<file path="src/rtl/riscv_pkg.sv">
// Shared RV32 definitions for the in-order pipeline: datapath width, base opcodes
// and the decode-stage sequencer states.
package riscv_pkg;

   localparam int XLEN = 32;

   localparam logic [6:0] OP_LUI    = 7'b0110111;
   localparam logic [6:0] OP_AUIPC  = 7'b0010111;
   localparam logic [6:0] OP_JAL    = 7'b1101111;
   localparam logic [6:0] OP_JALR   = 7'b1100111;
   localparam logic [6:0] OP_BRANCH = 7'b1100011;
   localparam logic [6:0] OP_LOAD   = 7'b0000011;
   localparam logic [6:0] OP_STORE  = 7'b0100011;
   localparam logic [6:0] OP_IMM    = 7'b0010011;
   localparam logic [6:0] OP        = 7'b0110011;

   typedef enum logic {
      RUN      = 1'b0,
      LU_STALL = 1'b1
   } id_state_t;

endpackage

</file>
<file path="src/rtl/imm_gen.sv">
// Immediate generator: sign-extended RV32 immediate selected by opcode format.
// Opcodes without an immediate (register-register, unknown) yield zero.
module imm_gen
   import riscv_pkg::*;
(
   input  logic [XLEN-1:0] i_instr,
   output logic [XLEN-1:0] o_imm
);

   always_comb begin
      o_imm = '0;
      case (i_instr[6:0])
         OP_IMM, OP_LOAD, OP_JALR:
            o_imm = {{20{i_instr[31]}}, i_instr[31:20]};
         OP_STORE:
            o_imm = {{20{i_instr[31]}}, i_instr[31:25], i_instr[11:7]};
         OP_BRANCH:
            o_imm = {{19{i_instr[31]}}, i_instr[31], i_instr[7], i_instr[30:25], i_instr[11:8], 1'b0};
         OP_LUI, OP_AUIPC:
            o_imm = {i_instr[31:12], 12'b0};
         OP_JAL:
            o_imm = {{11{i_instr[31]}}, i_instr[31], i_instr[19:12], i_instr[20], i_instr[30:21], 1'b0};
         default:
            o_imm = '0;
      endcase
   end

endmodule

</file>
<file path="src/rtl/id_stage_ctrl.sv">
// Decode-stage sequencer: IF/ID holding register, load-use interlock with a
// programmable bubble count, flush handling and the registered ID/EX bundle.
module id_stage_ctrl
   import riscv_pkg::*;
#(
   parameter int LU_BUBBLES = 1
)(
   input  logic            clk,
   input  logic            rst,
   input  logic            if_valid,
   output logic            if_ready,
   input  logic [XLEN-1:0] if_instr,
   input  logic [XLEN-1:0] if_pc,
   input  logic            flush,
   output logic            ex_valid,
   input  logic            ex_ready,
   output logic [XLEN-1:0] ex_instr,
   output logic [XLEN-1:0] ex_pc,
   output logic [XLEN-1:0] ex_imm,
   output logic [4:0]      ex_rs1,
   output logic [4:0]      ex_rs2,
   output logic [4:0]      ex_rd,
   output logic            ex_is_load
);

   localparam logic [1:0] LU_CNT_INIT = 2'(LU_BUBBLES - 1);

   // Which source registers an opcode reads: {rs1, rs2}.
   function automatic logic [1:0] regUse(input logic [6:0] op);
      case (op)
         OP_JALR, OP_LOAD, OP_IMM: regUse = 2'b10;
         OP, OP_STORE, OP_BRANCH:  regUse = 2'b11;
         default:                  regUse = 2'b00;
      endcase
   endfunction

   id_state_t       r_state;
   id_state_t       w_nextState;
   logic [1:0]      r_cnt;
   logic [1:0]      w_nextCnt;
   logic            w_issue;

   logic            r_idValid;
   logic [XLEN-1:0] r_idInstr;
   logic [XLEN-1:0] r_idPc;

   logic            r_exValid;
   logic [XLEN-1:0] r_exInstr;
   logic [XLEN-1:0] r_exPc;
   logic [XLEN-1:0] r_exImm;
   logic [4:0]      r_exRs1;
   logic [4:0]      r_exRs2;
   logic [4:0]      r_exRd;
   logic            r_exIsLoad;

   logic [XLEN-1:0] w_idImm;
   logic [1:0]      w_useRs;
   logic            w_advEx;
   logic            w_hazard;
   logic            w_ifReady;

   imm_gen u_immGen (
      .i_instr (r_idInstr),
      .o_imm   (w_idImm)
   );

   assign w_useRs  = regUse(r_idInstr[6:0]);
   assign w_advEx  = !r_exValid || ex_ready;
   assign w_hazard = (r_state == RUN) && r_idValid && r_exValid && r_exIsLoad &&
                     (r_exRd != 5'd0) &&
                     ((w_useRs[1] && (r_idInstr[19:15] == r_exRd)) ||
                      (w_useRs[0] && (r_idInstr[24:20] == r_exRd)));
   assign w_ifReady = !r_idValid || (w_advEx && (r_state == RUN) && !w_hazard);

   always_comb begin
      w_nextState = r_state;
      w_nextCnt   = r_cnt;
      w_issue     = 1'b0;
      case (r_state)
         RUN: begin
            if (w_advEx && r_idValid) begin
               if (w_hazard) begin
                  w_nextCnt   = LU_CNT_INIT;
                  w_nextState = (LU_CNT_INIT != 2'd0) ? LU_STALL : RUN;
               end else begin
                  w_issue = 1'b1;
               end
            end
         end
         LU_STALL: begin
            if (w_advEx) begin
               if (r_cnt != 2'd0) begin
                  w_nextCnt = r_cnt - 2'd1;
               end else begin
                  w_issue     = 1'b1;
                  w_nextState = RUN;
               end
            end
         end
         default: w_nextState = RUN;
      endcase
      if (flush) begin
         w_nextState = RUN;
         w_nextCnt   = '0;
         w_issue     = 1'b0;
      end
   end

   always_ff @(posedge clk or posedge rst) begin
      if (rst) begin
         r_state <= RUN;
         r_cnt   <= '0;
      end else begin
         r_state <= w_nextState;
         r_cnt   <= w_nextCnt;
      end
   end

   // ID accepts on the same edge it issues, so streaming needs no bubbles.
   always_ff @(posedge clk or posedge rst) begin
      if (rst) begin
         r_idValid <= 1'b0;
         r_idInstr <= '0;
         r_idPc    <= '0;
      end else if (flush) begin
         r_idValid <= 1'b0;
      end else if (if_valid && w_ifReady) begin
         r_idValid <= 1'b1;
         r_idInstr <= if_instr;
         r_idPc    <= if_pc;
      end else if (w_issue) begin
         r_idValid <= 1'b0;
      end
   end

   always_ff @(posedge clk or posedge rst) begin
      if (rst) begin
         r_exValid  <= 1'b0;
         r_exInstr  <= '0;
         r_exPc     <= '0;
         r_exImm    <= '0;
         r_exRs1    <= '0;
         r_exRs2    <= '0;
         r_exRd     <= '0;
         r_exIsLoad <= 1'b0;
      end else if (flush) begin
         r_exValid <= 1'b0;
      end else if (w_advEx) begin
         r_exValid <= w_issue;
         if (w_issue) begin
            r_exInstr  <= r_idInstr;
            r_exPc     <= r_idPc;
            r_exImm    <= w_idImm;
            r_exRs1    <= r_idInstr[19:15];
            r_exRs2    <= r_idInstr[24:20];
            r_exRd     <= r_idInstr[11:7];
            r_exIsLoad <= (r_idInstr[6:0] == OP_LOAD);
         end
      end
   end

   assign if_ready   = w_ifReady;
   assign ex_valid   = r_exValid;
   assign ex_instr   = r_exInstr;
   assign ex_pc      = r_exPc;
   assign ex_imm     = r_exImm;
   assign ex_rs1     = r_exRs1;
   assign ex_rs2     = r_exRs2;
   assign ex_rd      = r_exRd;
   assign ex_is_load = r_exIsLoad;

endmodule

</file>
<file path="config.mk">
export PLATFORM = sky130hd
export DESIGN_NAME = id_stage_ctrl
export DESIGN_NICKNAME = d
export VERILOG_FILES = /design/src/rtl/riscv_pkg.sv /design/src/rtl/imm_gen.sv /design/src/rtl/id_stage_ctrl.sv
export SDC_FILE = /design/constraint.sdc
export NUM_CORES = 1
export LEC_CHECK = 0
export ABC_AREA = 1
export BUFFER_PORTS_ARGS = -buffer_cell sky130_fd_sc_hd__clkbuf_2
export CORE_MARGIN = 1
export CORE_UTILIZATION = 30
export CTS_CLUSTER_DIAMETER = 60
export DETAILED_ROUTE_END_ITERATION = 12
export PLACE_DENSITY = 0.49
export SYNTH_ARGS = -nofsm -noshare
export SYNTH_HDL_FRONTEND = slang
export SYNTH_HIERARCHICAL = 1
export SYNTH_SLANG_ARGS = --single-unit
export TNS_END_PERCENT = 1
</file>
<file path="constraint.sdc">
create_clock -name clk -period 5.37 [get_ports clk]
set_input_delay 0 -clock clk [delete_from_list [all_inputs] [get_ports clk]]
set_output_delay 0 -clock clk [all_outputs]
set_load 0.005 [all_outputs]
</file>
# == After elaboration in Yosys (flattened, before gate mapping) ==
# Cells that the tools add are included.
# totals
output_inout_bits,114
regBits,181
wordCells,81
# op_classes
n_reduce_logical,27
mux,23
add_sub_neg,1
n_bitwise,2
eq_ne,15
# ops
operator,count
32-bit one-hot mux with 5 select lines,1
7-bit by 6-bit == test with 1-bit output (second input constant),3
7-bit == test (second input constant),3
7-bit by 5-bit == test with 1-bit output (second input constant),2
1-bit two-way mux,13
1-bit logical AND,11
5-bit == test,2
2-bit two-way mux,5
3-bit by 2-bit inequality test with 1-bit output (second input constant),3
2-bit one-hot mux with 2 select lines,2
7-bit by 2-bit == test with 1-bit output (second input constant),1
3-bit OR reduction,2
5-bit nonzero test,1
1-bit one-hot mux with 2 select lines,2
4-bit AND reduction,1
2-bit nonzero test,2
1-bit zero test,3
1-bit logical OR,3
3-bit inequality test (second input constant),1
3-bit AND reduction,1
3-bit nonzero test,1
1-bit inverter,2
2-bit AND reduction,1
2-bit OR reduction,1
2-bit by 1-bit subtractor with 2-bit output (second input constant),1

# == Longest topological paths before layout ==
# Gate-level depths: netlist of run 1.
# depth
word_depth,13
depth_mapped,15
ltp_nobuf,13

# == Cells and area by module ==
# The synthesis of run 1 kept the hierarchy.
# modules_own_cells
mod,seq_area_each_um2,area_each_um2,cells_each,n_inst
id_stage_ctrl,4154.0,7004.2,818,1
imm_gen,0.0,759.5,163,1

# == Least setup slack after synthesis of run 1 ==
# No wires, ideal clock.
# synth_timing
path_type,reg-to-reg
from,reg r_idInstr[6]
to,"reg r_exImm[0], in the netlist ex_imm[0]"
stages_incl_launch_ff,15
path_buffers,2
setup_slack_ps,3730
required_ps,5253
arrival_ps,1523
cell_sequence,dfrtp_1 nand2_1 nand2_1 inv_1 nand2_1 nor2_1 nand2_1 nand2_1 nand2_1 nand3_1 nand2_2 buf_4 buf_4 nand3_1 nand2_1
# synth_between
elab_chain_len,11
elab_cells_between_ends,23
# synth_lines
item,line_no,source
start: declaration,id_stage_ctrl.sv:44,logic [XLEN-1:0] r_idInstr;
start signal: assignment,id_stage_ctrl.sv:129,r_idInstr <= if_instr;
7-bit by 6-bit == test with 1-bit output (tied with other cells),id_stage_ctrl.sv:30,case (op)
3-bit OR reduction (on tied branches),"id_stage_ctrl.sv:30, imm_gen.sv:12",
2-bit one-hot mux with 2 select lines,id_stage_ctrl.sv:30,
1-bit logical AND (on tied branches),"id_stage_ctrl.sv:71, id_stage_ctrl.sv:72",
1-bit logical OR,id_stage_ctrl.sv:71,((w_useRs[1] && (r_idInstr[19:15] == r_exRd)) ||
1-bit logical AND,id_stage_ctrl.sv:70,(r_exRd != 5'd0) &&
1-bit two-way mux,id_stage_ctrl.sv:82,if (w_hazard) begin
1-bit two-way mux,id_stage_ctrl.sv:81,if (w_advEx && r_idValid) begin
1-bit one-hot mux with 2 select lines,id_stage_ctrl.sv:79,case (r_state)
1-bit two-way mux,id_stage_ctrl.sv:102,if (flush) begin
3-bit AND reduction (no line),--,
end signal: assignment,id_stage_ctrl.sv:153,r_exImm <= w_idImm;
end: declaration,id_stage_ctrl.sv:50,logic [XLEN-1:0] r_exImm;
# Several ways; a longest one is shown, not always the timed one.
# A chain may end at the register's enable or synchronous reset.

# == Worst setup path after layout of run 1 ==
# layout_timing
from,reg r_idInstr[6]
to,reg r_idPc[5]
# layout_between
elab_chain_len,11
elab_cells_between_ends,18
# layout_lines
item,line_no,source
7-bit by 6-bit == test with 1-bit output (tied with other cells),id_stage_ctrl.sv:30,
3-bit OR reduction,id_stage_ctrl.sv:30,
2-bit one-hot mux with 2 select lines *,id_stage_ctrl.sv:30,
1-bit logical AND (on tied branches),"id_stage_ctrl.sv:71, id_stage_ctrl.sv:72",
1-bit logical OR *,id_stage_ctrl.sv:71,
1-bit logical AND *,id_stage_ctrl.sv:70,
1-bit zero test *,id_stage_ctrl.sv:73,assign w_ifReady = !r_idValid || (w_advEx && (r_state == RUN) && !w_hazard);
1-bit logical AND *,id_stage_ctrl.sv:73,
1-bit logical OR *,id_stage_ctrl.sv:73,
1-bit logical AND *,id_stage_ctrl.sv:127,end else if (if_valid && w_ifReady) begin
2-bit AND reduction (no line) *,--,
end signal: assignment,id_stage_ctrl.sv:130,r_idPc <= if_pc;
end: declaration,id_stage_ctrl.sv:45,logic [XLEN-1:0] r_idPc;
# Mark *: on every way between the ends. The rest lies on a longest branch, timed or not.

==> metrics.log, run 1 <==
[metrics] result of the run: finished, final reports clean
[metrics] Synth top area share: between 50% and 60%
[metrics] overall track demand over capacity in global routing: 18.5%
[metrics] root buffer cell: sky130_fd_sc_hd__clkbuf_16
[metrics] chip width: approximately 160 um
[metrics] Detailed Routing Iterations Pass 1: 5
[metrics] clock input transition at the sequential cells of the worst setup and hold paths: roughly 0.07 ns
[metrics] leakage: 5.72 nW
[metrics] Die ar.: ~27000 um^2
[metrics] Req. time, crit path: 5.68 ns
[metrics] proportion of synthesized chip area in sequential cells: between 50% and 60%
[metrics] part of the total power dissipated in sequential elements: 46.1%
[metrics] leading area contributor after synthesis: sky130_fd_sc_hd__dfrtp_1
[metrics] Syn Area/Cell: 7.91 um^2
[metrics] global-route wire length before repair: about 38000 um
[metrics] wire length on met2: 10900 um
[metrics] M1 WL: around 11000 um
[metrics] count of flip-flops with a built-in enable after synthesis: 0
[metrics] dominant synthesized flop cell: sky130_fd_sc_hd__dfrtp_1
[metrics] Row Count: between 50 and 60
[metrics] total negative setup slack: 0 ns
[metrics] Worst Hold Class: in2async
[metrics] total wirelength of the detailed-routed design: 23400 um
[metrics] remaining routing DRC violations: 0
[metrics] number of antenna violations at the first check in global routing: 2
[metrics] Worst VDD drop: between 0.15 and 0.2 mV
[metrics] worst reg-to-reg setup slack: between 2 and 2.5 ns
[metrics] Area growth syn-to-layout: 29.4%
[metrics] actual transition at the worst max-transition pin: roughly 0.9 ns
[metrics] number of setup violations in the final report: 0
[metrics] num ports: approximately 180
[metrics] worst-path maximum fanout: 67
[metrics] total length of routed met3 wires: approximately 1200 um
[metrics] Post-CTS Setup Bufs: 0
[metrics] arrival time of data at the critical path endpoint: 3.42 ns
[metrics] Area contributors post-synth: sky130_fd_sc_hd__dfrtp_1 54%, sky130_fd_sc_hd__nand2_1 21%, sky130_fd_sc_hd__nand3_1 12%
[metrics] Net Count, Synth: ~1100
[metrics] destination of the critical timing path: r_idPc[5]$_DFFE_PP0P_
[metrics] placeable core region: ~25000 um^2
[metrics] register bit count reported by yosys: approximately 170
[metrics] Inserted Clock Buffers: 17
[metrics] wire length per cell: around 15 um
[metrics] largest net degree at the start of global routing: 68
[metrics] power per unit of standard cell area: about 340 nW/um^2
[metrics] dpl hpwl: 14800 um
[metrics] Final nets: around 1300
[metrics] maximum buffer depth of the clock tree: 2
[metrics] clock tree from TritonCTS: built
[metrics] combinational share of power: around 16%
[metrics] element type at the critical path end: flip-flop
[metrics] synth warn: 6
[metrics] launching point of the worst reg2reg path: r_idInstr[6]$_DFFE_PP0P_
[metrics] share of layout cells above drive strength 1: around a fifth
[metrics] min Tclk post-route: roughly 3.1 ns
[metrics] overall die height: 163 um
[metrics] Mapped Area: between 7000 and 8000 um^2
[metrics] Filler cells: roughly 2600
[metrics] fin. max-slew vios: 0
[metrics] routability congestion estimate: a little over 0.8
[metrics] fraction of synthesis flops using an asynchronous set or reset pin: 100%
[metrics] relative contribution of the clock network to total power: between 30% and 40%
[metrics] critical path startpoint: r_idInstr[6]$_DFFE_PP0P_
[metrics] skew final: 0.0118 ns
[metrics] switching power total: 1.02 mW
[metrics] switching part of the total: about 30%
[metrics] number of H-tree levels: 4
[metrics] number of distinct library cells after synthesis: 25
[metrics] number of max-capacitance violations reported: 0
[metrics] iteration-0 DRC count of the detailed router: between 400 and 500
[metrics] via count: 6954
[metrics] share of the clock period used by the worst path: between 50% and 60%
[metrics] number of cells traversed by the worst register-to-register path: 15
[metrics] total clock sinks: around 170
[metrics] gate count of the mapped netlist: just under 1000
[metrics] antenna violation net count after detailed routing: 0
[metrics] starting density of the core: between 30% and 40%
[metrics] classification of the worst setup path: reg2reg
[metrics] Final Hold Vio Count: 0
[metrics] input/output buffers: roughly 180
[metrics] Top Layer Used: met4
[metrics] utilization after layout: around two fifths
[metrics] terminus of the critical flop-to-flop path: r_idPc[5]$_DFFE_PP0P_
[metrics] headroom to the max-slew limit: 41.4%
[metrics] insertion delay to the later sink of the worst-skew pair: between 0.4 and 0.5 ns
[metrics] mean number of vias per cell: 4.54
[metrics] overflow left after global routing: 0
[metrics] Int Power: 2.44 mW
[metrics] CP startpoint kind: flip-flop
[metrics] Highest Clock Rate: between 0.3 and 0.4 GHz
[metrics] vias in the first global route: approximately 7000
[metrics] unrepaired setup endpoints after global routing: false
==> flip-flops by register name (all words and copies together) (netlist names) <==
signal	flops
r_state	1
r_idPc	32
ex_imm	32
ex_instr	32
r_cnt	2
ex_is_load	1
ex_valid	1
r_idInstr	32
r_idValid	1
ex_pc	32
==> repair_timing <==
item                                   CTS  global route
hold buffers                            68             0
endpoints found under the hold margin  100             0
resized for setup                        0             0
==> critical path, cell delays in order (launching register included) <==
cell                      delay [ns]
sky130_fd_sc_hd__dfrtp_1        0.54
sky130_fd_sc_hd__nand2_1        0.09
sky130_fd_sc_hd__nand2_1        0.08
sky130_fd_sc_hd__inv_1          0.04
sky130_fd_sc_hd__nand2_1        0.08
sky130_fd_sc_hd__nor2_1         0.05
sky130_fd_sc_hd__nand2_1        0.05
sky130_fd_sc_hd__nand2_1        0.06
sky130_fd_sc_hd__nand2_1        0.09
sky130_fd_sc_hd__nand2_1        0.07
sky130_fd_sc_hd__nand2_2        0.05
sky130_fd_sc_hd__buf_4          0.61
sky130_fd_sc_hd__nand2_2        0.49
sky130_fd_sc_hd__buf_4          0.46
sky130_fd_sc_hd__nand2_1        0.12
sky130_fd_sc_hd__nand2_1        0.06
==> metal layers <==
metal | vias to the layer above | global-route usage, %
met2 | 188 | 30.5
li1 | 3501 | -
met4 | 0 | 4.21
met1 | 3251 | 24.4
met5 | - | 0
met3 | 14 | 4.18
==> power by group through the flow <==
stage | sequential, mW | clock [mW] | combinational (mW)
4_1_cts | 1.60 | 1.34 | 0.576
5_1_grt | 1.62 | 1.39 | 0.651
3_3_place_gp | 1.62 | 0 | 0.528
6_report | 1.60 | 1.30 | 0.564
3_5_place_dp | 1.62 | 0 | 0.537
2_1_floorplan | 1.58 | 0 | 0.325
==> per-stage QoR <==
step	power [mW]	hold slack (ns)	instance area [um^2]	cells	setup slack [ns]
2_1_floorplan	1.90	0.109	7760	981	0.880
6_report	3.46	0.0998	10000	1533	2.26
3_5_place_dp	2.16	0.0106	8740	1431	2.20
3_3_place_gp	2.15	0.0104	8740	1431	2.22
4_1_cts	3.52	0.0938	10000	1531	2.18
5_1_grt	3.67	0.111	10000	1532	1.86
==> cell usage after synthesis, types with 3 or more instances <==
cell type	number
sky130_fd_sc_hd__nand3_1	191
sky130_fd_sc_hd__buf_4	26
sky130_fd_sc_hd__nand2_1	431
sky130_fd_sc_hd__buf_1	4
sky130_fd_sc_hd__nand2_4	3
sky130_fd_sc_hd__dfrtp_1	166
sky130_fd_sc_hd__nor2_1	38
sky130_fd_sc_hd__o21ai_0	12
sky130_fd_sc_hd__buf_2	17
sky130_fd_sc_hd__inv_1	42
sky130_fd_sc_hd__clkbuf_1	16
sky130_fd_sc_hd__nand2_2	8
sky130_fd_sc_hd__buf_6	7
==> layout make-up <==
type,count,area (um^2),area share (%)
Antenna cell,2,5.00,0.0498
Clock buffer,20,457,4.55
Clock inverter,12,166,1.66
Inverter,45,175,1.74
Multi-Input combinational cell,700,3020,30.1
Sequential cell,166,4150,41.4
Tap cell,330,413,4.11
Timing Repair Buffer,258,1650,16.4
==> worst min path at each step <==
stage / from / end / slack, ns / depth (start not counted)
floorplan: flush / ex_valid$_DFFE_PP0P_ / 0.11 / 1
global placement: rst / ex_pc[21]$_DFFE_PP0P_ / 0.01 / 2
finish: rst / ex_pc[13]$_DFFE_PP0P_ / 0.1 / 3
detailed placement: rst / ex_pc[21]$_DFFE_PP0P_ / 0.01 / 2
global route: rst / r_idPc[10]$_DFFE_PP0P_ / 0.11 / 3
CTS: rst / r_idPc[13]$_DFFE_PP0P_ / 0.09 / 3
==> cell families (layout without fill, tap and decap cells) <==
logic type               count (synthesis)  count (layout)  share of synthesized area [%]
AO/OA/AOI/OAI                           17              17                           1.11
XOR/XNOR                                 4               4                          0.451
adder cells (fa/ha/maj)                  1               1                          0.161
buffers and inverters                  115             335                           7.77
flip-flops                             166             166                           53.5
other                                    0               2                              0
AND/OR/NAND/NOR                        678             678                           37.0
==> cells in the final DEF (no fill, tap or decap), drive strengths merged <==
cell type and n:
diode 2, bufinv 3, nand3 193, nor3 2, nor2 41, xnor2 2, dfrtp 166, buf 8
ha 1, a21oi 2, inv 47, dlygate4sd3 68, xor2 2, nand2 442, clkinv 6, o21ai 14
clkinvlp 1, a31oi 1, clkbuf 202
Power figures use the tool's default switching activity.
==> run 2, diff against run 1 <==
PLACE_DENSITY = 0.5   (was 0.49)
clock period = 2.8 ns   (was 5.37 ns; I/O delays follow)
==> run 2 against run 1 <==
Compared with the run above: clock skew grew 0.0033 ns; setup slack lost 1.9 ns; first-iteration DRC count grew 11%; register-to-register slack lost 1.7 ns; total power grew 87%; utilization grew 0.11 points; sequential share of layout area shrank 0.11 points; sequential cell count is the same; largest cell class unchanged.
==> metrics.log, run 2 (synthesis results as in run 1) <==
[metrics] result of the run: finished, final reports clean
[metrics] classification of the worst setup path: reg2out
[metrics] Req. time, crit path: between 2 and 3 ns
[metrics] sequence of cells on the critical path: nand2_1 -> nand2_1 -> inv_1 -> nand2_1 -> nor2_1 -> nand2_1 -> nand2_1 -> nand2_1 -> nand2_1 -> nand2_2 -> buf_6 -> clkbuf_2
[metrics] leading cell type in the layout, fill and taps excluded: sky130_fd_sc_hd__nand2_1
[metrics] root buffer cell: sky130_fd_sc_hd__clkbuf_16
[metrics] number of antenna violations at the first check in global routing: 2
[metrics] total clock sinks: 166
[metrics] Final nets: between 1000 and 1500
[metrics] skew final: 0.0151 ns
[metrics] Highest Clock Rate: about 0.41 GHz
[metrics] overall power consumption: between 6 and 7 mW
[metrics] num ports: 183
[metrics] cell family contributing the most delay on the critical path: simple AND/OR/NAND/NOR gates
[metrics] share of the clock period used by the worst path: 88.2%
[metrics] starting density of the core: a little over 30%
[metrics] number of setup violations in the final report: 0
[metrics] headroom to the max-slew limit: between 40 and 50%
[metrics] number of H-tree levels: 4
[metrics] total wirelength of the detailed-routed design: around 23000 um
[metrics] maximum buffer depth of the clock tree: 2
[metrics] most frequent cell on the critical path: sky130_fd_sc_hd__nand2_1
[metrics] number of max-capacitance violations reported: 0
[metrics] power per unit of standard cell area: ~640 nW/um^2
[metrics] unrepaired setup endpoints after global routing: false
[metrics] overall die height: between 150 and 200 um
[metrics] cell with the largest stage delay on the worst path: sky130_fd_sc_hd__dfrtp_1
[metrics] antenna violation net count after detailed routing: 0
[metrics] CP startpoint kind: flip-flop
[metrics] combined flip-flop and latch cell area: 4150 um^2
[metrics] Inserted Clock Buffers: 17
[metrics] iteration-0 DRC count of the detailed router: ~460
[metrics] share of layout cells above drive strength 1: around a fifth
[metrics] total area of multi-input combinational cells: ~3000 um^2
[metrics] fin. max-slew vios: 0
[metrics] Final Hold Vio Count: 0
[metrics] input/output buffers: around 180
[metrics] chip width: ~160 um
[metrics] wire length per cell: roughly 15 um
[metrics] Area growth syn-to-layout: 29.8%
[metrics] Detailed Routing Iterations Pass 1: 5
[metrics] Row Count: 58
[metrics] mean number of vias per cell: 4.59
[metrics] actual transition at the worst max-transition pin: 0.898 ns
[metrics] arrival time of data at the critical path endpoint: 2.47 ns
[metrics] routability congestion estimate: 0.818
[metrics] Die ar.: roughly 27000 um^2
[metrics] min Tclk post-route: about 2.5 ns
[metrics] longest individual stage delay on the worst path: between 0.5 and 0.6 ns
[metrics] element type at the critical path end: output port
[metrics] remaining routing DRC violations: 0
[metrics] clock input transition at the sequential cells of the worst setup and hold paths: roughly 0.07 ns
[metrics] Worst Hold Class: in2reg
[metrics] leakage: between 5 and 6 nW
[metrics] via count: about 7100
[metrics] Worst VDD drop: between 0.2 and 0.3 mV
[metrics] overall track demand over capacity in global routing: 18.3%
[metrics] number of buffers and inverters on the critical path: 3
[metrics] fin worst setup slack: 0.331 ns
[metrics] overflow left after global routing: 0
[metrics] commonest non-fill, non-tap cells in the layout: 429 x sky130_fd_sc_hd__nand2_1, 191 x sky130_fd_sc_hd__nand3_1, 182 x sky130_fd_sc_hd__clkbuf_2
[metrics] largest net degree at the start of global routing: roughly 160
[metrics] Filler cells: around 2700
[metrics] global-route wire length before repair: 38000 um
[metrics] Post-Place Worst Slack: between 0.5 and 0.6 ns
[metrics] total negative setup slack: 0 ns
[metrics] vias in the first global route: between 6000 and 7000
[metrics] dpl hpwl: 14400 um
[metrics] placeable core region: 25300 um^2
[metrics] insertion delay to the later sink of the worst-skew pair: 0.43 ns
[metrics] clock tree from TritonCTS: built
[metrics] worst-path maximum fanout: between 60 and 70
==> run 2: cell types whose count changed in the layout (fill, tap and decap cells not counted), moves of 2 or more <==
cell / change
sky130_fd_sc_hd__clkinv_4: -2
sky130_fd_sc_hd__buf_12: +4
sky130_fd_sc_hd__buf_4: -2
sky130_fd_sc_hd__bufinv_16: -3
sky130_fd_sc_hd__clkinv_8: +2
sky130_fd_sc_hd__inv_6: +3
sky130_fd_sc_hd__inv_8: +3
sky130_fd_sc_hd__clkbuf_8: -2
==> run 2: final timing paths <==
| kind | startpoint | endpoint | slack [ns] | cells past startpoint |
|---|---|---|---|---|
| max | r_idInstr[6]$_DFFE_PP0P_ | if_ready | 0.33 | 12 |
| min | if_valid | r_idInstr[26]$_DFFE_PP0P_ | 0.25 | 6 |
| max reg2reg | r_idInstr[6]$_DFFE_PP0P_ | r_idValid$_DFFE_PP0P_ | 0.53 | 13 |
| min reg2reg | ex_instr[1]$_DFFE_PP0P_ | ex_instr[1]$_DFFE_PP0P_ | 0.47 | 2 |
| max in group asynchronous | rst | ex_imm[22]$_DFFE_PP0P_ | 1.14 | 5 |
| min in group asynchronous | rst | ex_pc[30]$_DFFE_PP0P_ | 0.57 | 4 |
==> run 2: per-stage QoR <==
stage | std cells | instance area [um^2] | utilization (%) | hold slack (ns)
3_3_place_gp | 1434 | 8810 | 34.9 | -0.102
6_report | 1535 | 10100 | 39.9 | 0.253
3_5_place_dp | 1434 | 8810 | 34.9 | -0.0984
4_1_cts | 1534 | 10100 | 39.9 | 0.232
5_1_grt | 1535 | 10100 | 39.9 | 0.260
2_1_floorplan | 981 | 7770 | - | 0.109
==> run 2: final cells by class <==
class                      count  area share [%]
antenna                        1          0.0248
clock buffer                  17            4.22
clock inverter                15            1.52
inverter                      45            1.73
multi-input combinational    700            30.0
sequential                   166            41.2
tap                          330            4.10
timing repair buffer         261            17.2
==> run 2: power by group <==
part	internal (mW)	switching [mW]	leakage [nW]	total, mW
sequential	2.74	0.307	2.14	3.04
combinational	0.486	0.612	3.30	1.10
clock	1.20	1.15	0.287	2.35
==> run 2: tightest hold or removal path: stages <==
cell	delay, ns
sky130_fd_sc_hd__clkbuf_2	0.08
sky130_fd_sc_hd__inv_1	0.08
sky130_fd_sc_hd__nor2_4	0.04
sky130_fd_sc_hd__nand2_2	0.30
sky130_fd_sc_hd__nand2_1	0.09
sky130_fd_sc_hd__nand2_1	0.05
==> run 2: timing repair <==
item | 4_1_cts | 5_1_grt
hold buffers | 68 | 0
setup endpoints to repair | 0 | 1
hold endpoints to repair | 232 | 0
resized for setup | 0 | 1
buffers inserted | 0 | 0
==> run 2: metal layers <==
| layer | track usage [%] | vias to the layer above | part of all wire (%) |
|---|---|---|---|
| met1 | 24.7 | 3333 | 47 |
| met5 | 0 | - | 0.043 |
| met2 | 29.5 | 189 | 46 |
| met4 | 5.10 | 2 | 1.5 |
| met3 | 4.05 | 25 | 5.1 |
| li1 | - | 3504 | - |
==> run 3, diff against run 2 <==
ABC_AREA = not set   (was 1)
PLACE_DENSITY = 0.51   (was 0.5)
==> run 3 against run 2 <==
Compared with the run above: register-to-register slack worse by 0.05 ns; final area down 4.6%; combinational power increased by 25%; sequential power grew 7.2%; clock power is essentially flat; largest cell class unchanged; highest routed layer is now met4.
==> metrics.log, run 3 <==
[metrics] Synth top area share: 57.6%
[metrics] Net Count, Synth: roughly 580
[metrics] fin worst setup slack: 0.425 ns
[metrics] Worst Hold Class: in2reg
[metrics] antenna violation net count after detailed routing: 0
[metrics] count of flip-flops with a built-in enable after synthesis: 0
[metrics] Req. time, crit path: ~2.8 ns
[metrics] Post-Place Worst Slack: a little under 0.5 ns
[metrics] proportion of synthesized chip area in sequential cells: 57.6%
[metrics] fraction of synthesis flops using an asynchronous set or reset pin: 100%
[metrics] global-route wire length before repair: 27700 um
[metrics] sequence of cells on the critical path: and4bb_1 -> nand4_1 -> a2bb2oi_2 -> nor2_1 -> o31ai_1 -> clkbuf_2
[metrics] leading cell type in the layout, fill and taps excluded: sky130_fd_sc_hd__clkbuf_2
[metrics] via count: 4827
[metrics] most frequently used cell type in the post-synthesis netlist: sky130_fd_sc_hd__dfrtp_1
[metrics] placeable core region: approximately 24000 um^2
[metrics] min Tclk post-route: ~2.4 ns
[metrics] worst-path maximum fanout: 13
[metrics] input/output buffers: between 150 and 200
[metrics] Final Hold Vio Count: 0
[metrics] unrepaired setup endpoints after global routing: false
[metrics] chip width: roughly 160 um
[metrics] total wirelength of the detailed-routed design: 17200 um
[metrics] number of placed instances with taps included: 973
[metrics] Highest Clock Rate: between 0.4 and 0.5 GHz
[metrics] Area growth syn-to-layout: 33.2%
[metrics] root buffer cell: sky130_fd_sc_hd__clkbuf_16
[metrics] result of the run: finished, final reports clean
[metrics] register bit count reported by yosys: between 150 and 200
[metrics] Detailed Routing Iterations Pass 1: 4
[metrics] Area contributors post-synth: sky130_fd_sc_hd__dfrtp_1 58%, sky130_fd_sc_hd__mux2_2 18%, sky130_fd_sc_hd__mux2_1 6.1%
[metrics] iteration-0 DRC count of the detailed router: between 100 and 150
[metrics] number of distinct library cells after synthesis: between 50 and 60
[metrics] clock tree from TritonCTS: built
[metrics] placed instance area: roughly 8300 um^2
[metrics] worst reg-to-reg setup slack: between 0.4 and 0.5 ns
[metrics] Worst VDD drop: about 0.35 mV
[metrics] clock input transition at the sequential cells of the worst setup and hold paths: about 0.07 ns
[metrics] insertion delay to the later sink of the worst-skew pair: between 0.4 and 0.5 ns
[metrics] total clock sinks: about 170
[metrics] Syn Area/Cell: between 10 and 15 um^2
[metrics] classification of the worst setup path: reg2out
[metrics] number of antenna violations at the first check in global routing: 0
[metrics] power per unit of standard cell area: between 700 and 800 nW/um^2
[metrics] leakage: 4.54 nW
[metrics] Final nets: approximately 810
[metrics] Mapped Area: about 7200 um^2
[metrics] synth warn: 6
[metrics] final hold slack: ~0.35 ns
[metrics] commonest non-fill, non-tap cells in the layout: 182 x sky130_fd_sc_hd__clkbuf_2, 166 x sky130_fd_sc_hd__dfrtp_1, 117 x sky130_fd_sc_hd__mux2_2
[metrics] dpl hpwl: 11500 um
[metrics] Inserted Clock Buffers: 17
[metrics] gate count of the mapped netlist: 506
[metrics] cell family contributing the most delay on the critical path: compound AO/OA/AOI/OAI gates
[metrics] dominant synthesized flop cell: sky130_fd_sc_hd__dfrtp_1
[metrics] wire length per cell: ~16 um
[metrics] Die ar.: ~25000 um^2
[metrics] routability congestion estimate: between 0.7 and 0.8
[metrics] num ports: roughly 180
[metrics] maximum buffer depth of the clock tree: 2
[metrics] largest net degree at the start of global routing: ~170
[metrics] overall die height: 157 um
[metrics] overall track demand over capacity in global routing: roughly 15%
[metrics] skew final: roughly 0.0086 ns
[metrics] longest individual stage delay on the worst path: between 0.5 and 0.6 ns
[metrics] CP startpoint kind: flip-flop
[metrics] number of antenna cells inserted: 0
[metrics] share of the clock period used by the worst path: a little over four fifths
[metrics] share of layout cells above drive strength 1: 47.9%
[metrics] fin. max-slew vios: 0
[metrics] total negative setup slack: 0 ns
[metrics] arrival time of data at the critical path endpoint: ~2.4 ns
[metrics] number of buffers and inverters on the critical path: 1
[metrics] utilization after layout: between 40% and 50%
[metrics] number of setup violations in the final report: 0
[metrics] cell area after layout: 9610 um^2
[metrics] remaining routing DRC violations: 0
[metrics] headroom to the max-slew limit: a little over 40%
[metrics] overall power consumption: 6.96 mW
[metrics] vias in the first global route: 5120
[metrics] Row Count: 56
[metrics] cell with the largest stage delay on the worst path: sky130_fd_sc_hd__dfrtp_1
[metrics] leading area contributor after synthesis: sky130_fd_sc_hd__dfrtp_1
[metrics] commonest cells in the synthesized netlist: 166 x sky130_fd_sc_hd__dfrtp_1, 117 x sky130_fd_sc_hd__mux2_2, 39 x sky130_fd_sc_hd__mux2_1
[metrics] mean number of vias per cell: 4.50
[metrics] Post-CTS Setup Bufs: 0
[metrics] actual transition at the worst max-transition pin: 0.893 ns
[metrics] fin cells: around 1100
[metrics] overflow left after global routing: 0
[metrics] starting density of the core: between 30% and 40%
[metrics] element type at the critical path end: output port
[metrics] number of H-tree levels: 4
[metrics] number of max-capacitance violations reported: 0
==> run 3: changes by cell type in the layout (fill, tap and decap cells not counted), sizes merged, moves of 5 or more <==
cell	delta
a21o	+9
mux2	+156
a22o	+5
nand2	-432
nor2	-36
nand3	-177
inv	-40
nor2b	+5
==> run 3: area by class of cell <==
cell class | instances | area [um^2]
Clock buffer | 18 | 439
Multi-Input combinational cell | 292 | 2750
Inverter | 7 | 30.0
Tap cell | 319 | 399
Sequential cell | 166 | 4150
Clock inverter | 13 | 139
Fill cell | 2283 | 13900
Timing Repair Buffer | 258 | 1700
==> run 3: layer usage <==
layer | track usage (%) | vias up | part of all wire (%)
met3 | 4.90 | 7 | 7.2
met4 | 3.79 | 0 | 0.74
met2 | 24.3 | 147 | 48
li1 | - | 2266 | -
met5 | 0 | - | 0
met1 | 18.3 | 2407 | 44
==> run 3: where the power goes <==
part           internal [mW]  switching (mW)  leakage [nW]
registers               2.87           0.387          2.04
logic                  0.813           0.570          2.22
clock network           1.28            1.04         0.282
==> run 3: repair_timing <==
action,CTS,global route
hold buffers,69,0
resized for setup,0,0
endpoints found under the hold margin,235,0
==> run 3: cell families after synthesis <==
kind of cell | share of synthesized area, %
AND/OR/NAND/NOR | 6.05
buffers and inverters | 4.59
AO/OA/AOI/OAI | 5.65
adder cells (fa/ha/maj) | 0.173
XOR/XNOR | 1.21
flip-flops | 57.6
multiplexers | 24.8
==> run 3: worst min-delay path: stages <==
cell and delay [ns]:
sky130_fd_sc_hd__dlygate4sd3_1 0.52, sky130_fd_sc_hd__clkbuf_2 0.09, sky130_fd_sc_hd__mux2_2 0.12
==> run 3: worst paths after layout <==
kind | end | depth (start not counted) | from
max reg2reg | ex_pc[15]$_DFFE_PP0P_ | 6 | r_idInstr[2]$_DFFE_PP0P_
max | if_ready | 6 | r_idInstr[2]$_DFFE_PP0P_
min | r_idPc[25]$_DFFE_PP0P_ | 3 | if_pc[25]
max in group asynchronous | ex_imm[29]$_DFFE_PP0P_ | 4 | rst
min reg2reg | ex_pc[3]$_DFFE_PP0P_ | 1 | r_idPc[3]$_DFFE_PP0P_
min in group asynchronous | r_idPc[28]$_DFFE_PP0P_ | 4 | rst
